[config.mk]
export PLATFORM = sky130hd
export DESIGN_NAME = pss_sequence_generator
export DESIGN_NICKNAME = d
export VERILOG_FILES = /design/src/rtl/pss_sequence_generator.sv
export SDC_FILE = /design/constraint.sdc
export NUM_CORES = 1
export LEC_CHECK = 0
export CORE_MARGIN = 2
export CORE_UTILIZATION = 50
export DETAILED_ROUTE_END_ITERATION = 10
export DONT_BUFFER_PORTS = 1
export GPL_TIMING_DRIVEN = 0
export HOLD_SLACK_MARGIN = 0.15
export PLACE_DENSITY_LB_ADDON = 0.08
export SLEW_MARGIN = 0
export SYNTH_ARGS = -nofsm -noshare
export SYNTH_HDL_FRONTEND = slang
export SYNTH_SLANG_ARGS = --single-unit
[constraint.sdc]
create_clock -name clk_i -period 2.7 [get_ports clk_i]
set_clock_uncertainty 0.2 [all_clocks]
set_input_delay 0.27 -clock clk_i [delete_from_list [all_inputs] [get_ports clk_i]]
set_output_delay 0.27 -clock clk_i [all_outputs]
set_load 0.03 [all_outputs]
[src/rtl/pss_sequence_generator.sv]
// pss_sequence_generator: streams the 127-sample NR PSS BPSK sequence for a selectable N_ID_2
module pss_sequence_generator #(
   parameter int OUT_DW  = 32,
   parameter int AMP     = 2**(OUT_DW/2-1)-1,
   parameter int PSS_LEN = 127
) (
   input  logic              clk_i,
   input  logic              reset_ni,
   input  logic              start_i,
   input  logic [1:0]        N_id_2_i,
   output logic [OUT_DW-1:0] m_axis_out_tdata,
   output logic              m_axis_out_tvalid,
   input  logic              m_axis_out_tready,
   output logic              m_axis_out_tlast,
   output logic              busy_o,
   output logic              error_o
);
   localparam int H = OUT_DW/2;
   localparam logic [6:0] W_INIT = 7'b1110110;
   localparam logic [6:0] LAST = 7'(PSS_LEN-1);
   localparam logic [H-1:0] POS = H'(AMP);
   localparam logic [H-1:0] NEG = H'(-AMP);
   typedef enum logic [1:0] {IDLE, ADVANCE, RUN} state_t;
   state_t state;
   logic [6:0] w, cnt, step, adv_last;
   logic [1:0] nid;
   assign step = {w[4] ^ w[0], w[6:1]};
   assign adv_last = nid[1] ? 7'd85 : 7'd42;
   assign busy_o = state != IDLE;
   assign m_axis_out_tvalid = state == RUN;
   assign m_axis_out_tlast = m_axis_out_tvalid && cnt == LAST;
   assign m_axis_out_tdata = m_axis_out_tvalid ? {{H{1'b0}}, w[0] ? NEG : POS} : '0;
   // sequence control: start/error handling, pre-advance by 43*N_ID_2, then stream with backpressure
   always_ff @(posedge clk_i or negedge reset_ni)
      if (!reset_ni) begin
         state   <= IDLE;
         w       <= W_INIT;
         cnt     <= '0;
         nid     <= '0;
         error_o <= 1'b0;
      end else begin
         error_o <= 1'b0;
         case (state)
            IDLE: if (start_i) begin
               if (N_id_2_i == 2'd3) error_o <= 1'b1;
               else begin
                  nid   <= N_id_2_i;
                  w     <= W_INIT;
                  cnt   <= '0;
                  state <= N_id_2_i == 2'd0 ? RUN : ADVANCE;
               end
            end
            ADVANCE: begin
               w   <= step;
               cnt <= cnt == adv_last ? '0 : cnt + 7'd1;
               if (cnt == adv_last) state <= RUN;
            end
            RUN: if (m_axis_out_tready) begin
               w   <= step;
               cnt <= cnt == LAST ? '0 : cnt + 7'd1;
               if (cnt == LAST) state <= IDLE;
            end
            default: state <= IDLE;
         endcase
      end
endmodule
==> impl_metrics.xml <==
<?xml version="1.0" encoding="UTF-8"?>
<metrics>
  <group name="run_status">
    <metric name="status" unit="">finished clean</metric>
  </group>
  <group name="layout">
    <metric name="filler_cell_count" unit="">221</metric>
    <metric name="flow.area_growth_from_synthesis" unit="%">17.8</metric>
    <metric name="area_used_by_multi_input_combinational_logic" unit="um^2">604</metric>
    <metric name="num_antenna_cells" unit="">0</metric>
    <metric name="finish.net_count" unit="">171</metric>
    <metric name="final_design_area_no_fill" unit="um^2">1470</metric>
    <metric name="regArea" unit="um^2">457</metric>
    <metric name="fraction_of_final_layout_cells_with_drive_strength_greater_than_1" unit="">0.314</metric>
  </group>
  <group name="global_route">
    <metric name="grt_use_total" unit="">0.185</metric>
    <metric name="first_pass_grt_wire_length" unit="um">3830</metric>
    <metric name="antenna_found_initial" unit="">0</metric>
    <metric name="maximum_number_of_pins_on_one_net_before_global_route_repair" unit="">19</metric>
    <metric name="globalRoute.totalOverflow" unit="">0</metric>
    <metric name="first_global_vias" unit="">869</metric>
  </group>
  <group name="worst_setup_path">
    <metric name="ff2ff_setup_slack" unit="ns">0.19</metric>
    <metric name="start_kind" unit="">register</metric>
    <metric name="cp.required" unit="ns">2.74</metric>
    <metric name="critical_path_peak_fanout" unit="">6</metric>
    <metric name="timing.setup.critical_path_class" unit="">register to register</metric>
    <metric name="crit_path_dat" unit="ns">2.55</metric>
    <metric name="critical_path.endpoint_type" unit="">register</metric>
  </group>
  <group name="floorplanning">
    <metric name="placeable_core_region" unit="um^2">2410</metric>
    <metric name="initial_core_util" unit="">0.518</metric>
    <metric name="rows" unit="">18</metric>
    <metric name="io_pins" unit="">42</metric>
    <metric name="fp.dieH" unit="um">54.0</metric>
    <metric name="design.die.area" unit="um^2">2910</metric>
    <metric name="die_width" unit="um">54.0</metric>
  </group>
  <group name="cts">
    <metric name="clock-sinks" unit="">18</metric>
    <metric name="tritoncts_clock_tree" unit="">done</metric>
    <metric name="tritoncts.num_buffers" unit="">3</metric>
    <metric name="ctsLongestPathBuffers" unit="">2</metric>
    <metric name="worst_skew_pair.late_latency" unit="ns">0.29</metric>
    <metric name="cts_setup_buffers" unit="">0</metric>
    <metric name="cts.clk_slew.worst_paths" unit="ns">0.10</metric>
    <metric name="cts-htree-levels" unit="">1</metric>
    <metric name="clockRootBuffer" unit="">sky130_fd_sc_hd__clkbuf_4</metric>
  </group>
  <group name="timing">
    <metric name="rsz_0062_raised_after_global_routing" unit="">false</metric>
    <metric name="period_share" unit="">0.931</metric>
    <metric name="timing.final.max_slew_violations" unit="">0</metric>
    <metric name="max_slew.worst_pin.slew" unit="ns">0.809</metric>
    <metric name="timing.final.hold_violations" unit="">0</metric>
    <metric name="final-setup-viol-count" unit="">0</metric>
    <metric name="max_slew_margin" unit="">0.459</metric>
    <metric name="post-route-min-period" unit="ns">2.51</metric>
    <metric name="fmax" unit="GHz">0.398</metric>
    <metric name="finalWorstSetupSlack" unit="ns">0.187</metric>
  </group>
  <group name="place">
    <metric name="gp_congestion" unit="">0.853</metric>
    <metric name="portBuffers" unit="">0</metric>
    <metric name="dp_slack" unit="ns">-0.192</metric>
    <metric name="dpl_cell_area" unit="um^2">1340</metric>
    <metric name="hpwlAfterDp" unit="um">1720</metric>
  </group>
  <group name="synth">
    <metric name="synth.top_cell.area_share" unit="">0.261</metric>
    <metric name="syn-cell-area" unit="um^2">1250</metric>
    <metric name="yosys_warnings" unit="">0</metric>
    <metric name="cell_type_with_the_highest_aggregate_area_in_the_netlist" unit="">sky130_fd_sc_hd__dfrtp_1</metric>
    <metric name="synthDistinctLibCells" unit="">39</metric>
    <metric name="postSynthAreaPerCell" unit="um^2">9.45</metric>
    <metric name="ys_seq_elements" unit="">18</metric>
    <metric name="fraction_of_registers_with_async_set_reset" unit="">1.00</metric>
    <metric name="synth-edff-count" unit="">0</metric>
    <metric name="postSynth.topFlopCell" unit="">sky130_fd_sc_hd__dfrtp_1</metric>
    <metric name="seq_area_frac_synth" unit="">0.366</metric>
    <metric name="cell_types_occupying_the_most_area_after_synthesis" unit="">sky130_fd_sc_hd__dfrtp_1 (26%), sky130_fd_sc_hd__buf_4 (18%), sky130_fd_sc_hd__dfstp_2 (11%)</metric>
    <metric name="synthCells" unit="">132</metric>
  </group>
  <group name="pwr">
    <metric name="leakagePower" unit="uW">0.000698</metric>
    <metric name="ir_drop" unit="uV">463</metric>
    <metric name="pwr_density_cell" unit="nW/um^2">614</metric>
  </group>
  <group name="detailed_routing">
    <metric name="dr_total_vias" unit="">963</metric>
    <metric name="initialDrtViolationCount" unit="">17</metric>
    <metric name="met2_wirelength" unit="um">1100</metric>
    <metric name="wl" unit="um">2410</metric>
    <metric name="drtPass1Iterations" unit="">4</metric>
    <metric name="remaining_drc_errors" unit="">0</metric>
    <metric name="vias_per_cell" unit="">5.10</metric>
    <metric name="detail_route.wirelength.met1" unit="um">1070</metric>
    <metric name="drt-wirelength-per-cell" unit="um">12.7</metric>
    <metric name="antenna_violation_net_count_after_detailed_routing" unit="">0</metric>
    <metric name="routed-wl-met3" unit="um">188</metric>
    <metric name="top_signal_layer_used" unit="">met4</metric>
  </group>
  <group name="min_path">
    <metric name="hold_path_class" unit="">input pin to register</metric>
  </group>
  <group name="run">
    <metric name="timing.max_cap.violations" unit="">0</metric>
  </group>
</metrics>
[metrics by stage]
stage | hold slack (ns) | utilization | cells | power (uW) | setup TNS (ns)
2_1_floorplan | -0.226 | - | 147 | 682 | 0
5_1_grt | 0.257 | 0.610 | 189 | 966 | 0
6_report | 0.242 | 0.610 | 189 | 902 | 0
3_5_place_dp | -0.225 | 0.557 | 177 | 721 | -2.48
4_1_cts | 0.232 | 0.606 | 188 | 902 | 0
3_3_place_gp | -0.225 | 0.557 | 177 | 720 | -1.74
[cells by family after synthesis]
kind of cell               Yosys count  synth area share
adders and majority gates            5            0.0502
muxes                                1           0.00802
and+or+nand+nor                     33             0.143
xor gates and xnor gates             2            0.0140
AOI/OAI and AO/OA                   32             0.204
other                                1           0.00301
DFF                                 18             0.366
buffers and inverters               40             0.212
[worst max-delay path, stage by stage, from the launching register on]
cell                            delay, ns
sky130_fd_sc_hd__dfrtp_1             0.40
sky130_fd_sc_hd__inv_1               0.10
sky130_fd_sc_hd__ha_1                0.28
sky130_fd_sc_hd__nand2_1             0.13
sky130_fd_sc_hd__nor2_1              0.11
sky130_fd_sc_hd__dlygate4sd3_1       0.56
sky130_fd_sc_hd__o22a_1              0.13
sky130_fd_sc_hd__dlygate4sd3_1       0.54
[report_power, final]
part,switching [uW],internal (uW),leakage (uW)
logic,209,136,0.000463
clock network,85.3,82.1,0.0000210
registers,56.5,333,0.000215
[sequential cells by signal, indices dropped and copies added (netlist names)]
| name | cells |
|---|---|
| cnt | 7 |
| error_o | 1 |
| nid | 1 |
| state | 2 |
| w | 7 |
[synth_stat cells (2+ instances only)]
cell and n:
sky130_fd_sc_hd__a41oi_1 2, sky130_fd_sc_hd__nor3_1 3, sky130_fd_sc_hd__o21ai_1 6, sky130_fd_sc_hd__dfstp_2 5, sky130_fd_sc_hd__nand2_1 11, sky130_fd_sc_hd__and2_1 2, sky130_fd_sc_hd__nor2_1 4, sky130_fd_sc_hd__nand3_1 4
sky130_fd_sc_hd__and3_1 2, sky130_fd_sc_hd__o22a_1 5, sky130_fd_sc_hd__ha_1 5, sky130_fd_sc_hd__o21ai_0 3, sky130_fd_sc_hd__buf_4 30, sky130_fd_sc_hd__a21oi_1 4, sky130_fd_sc_hd__dfrtp_1 13, sky130_fd_sc_hd__inv_1 9
sky130_fd_sc_hd__a22o_1 2
[metal layers]
| layer | up-vias | track usage |
|---|---|---|
| li1 | 477 | - |
| met1 | 439 | 0.247 |
| met2 | 41 | 0.285 |
| met3 | 6 | 0.0278 |
| met4 | 0 | 0.103 |
| met5 | - | 0 |
[area by class of cell]
type                       instances  share of cell area
tap                               30              0.0256
sequential                        18               0.311
clock buffer                       4              0.0247
multi-input combinational         90               0.411
inverter                           9              0.0230
buffer                            31               0.157
timing repair buffer               7              0.0477
[cells in the final DEF (no fill, tap or decap), types with 3 or more instances in the layout]
cell type / count
sky130_fd_sc_hd__nor2_1: 3
sky130_fd_sc_hd__nand3_1: 4
sky130_fd_sc_hd__o21ai_0: 3
sky130_fd_sc_hd__o22a_1: 5
sky130_fd_sc_hd__nand2_1: 11
sky130_fd_sc_hd__a21oi_1: 4
sky130_fd_sc_hd__dlygate4sd3_1: 7
sky130_fd_sc_hd__clkbuf_4: 3
sky130_fd_sc_hd__buf_4: 30
sky130_fd_sc_hd__dfrtp_1: 13
sky130_fd_sc_hd__dfstp_2: 5
sky130_fd_sc_hd__o21ai_1: 6
sky130_fd_sc_hd__ha_1: 4
sky130_fd_sc_hd__conb_1: 16
sky130_fd_sc_hd__inv_1: 9
[timing repair]
item / in CTS / in global routing
endpoints found under the setup margin: 15 / 13
gates resized for setup: 3 / 1
endpoints found under the hold margin: 22 / 0
gates cloned: 0 / 1
hold buffers: 7 / 0
pin swaps: 0 / 1
[worst paths after layout]
kind	from	end	depth (start not counted)
worst min-delay path	N_id_2_i[1]	w[1]	3
worst max-delay path	state[0]	nid[1]	7
worst max register to register	state[0]	nid[1]	7
worst min register to register	w[6]	w[6]	2
max in group asynchronous	reset_ni	cnt[5]	1
min in group asynchronous	reset_ni	cnt[6]	1
No activity file was read; power rests on OpenSTA's default activity.
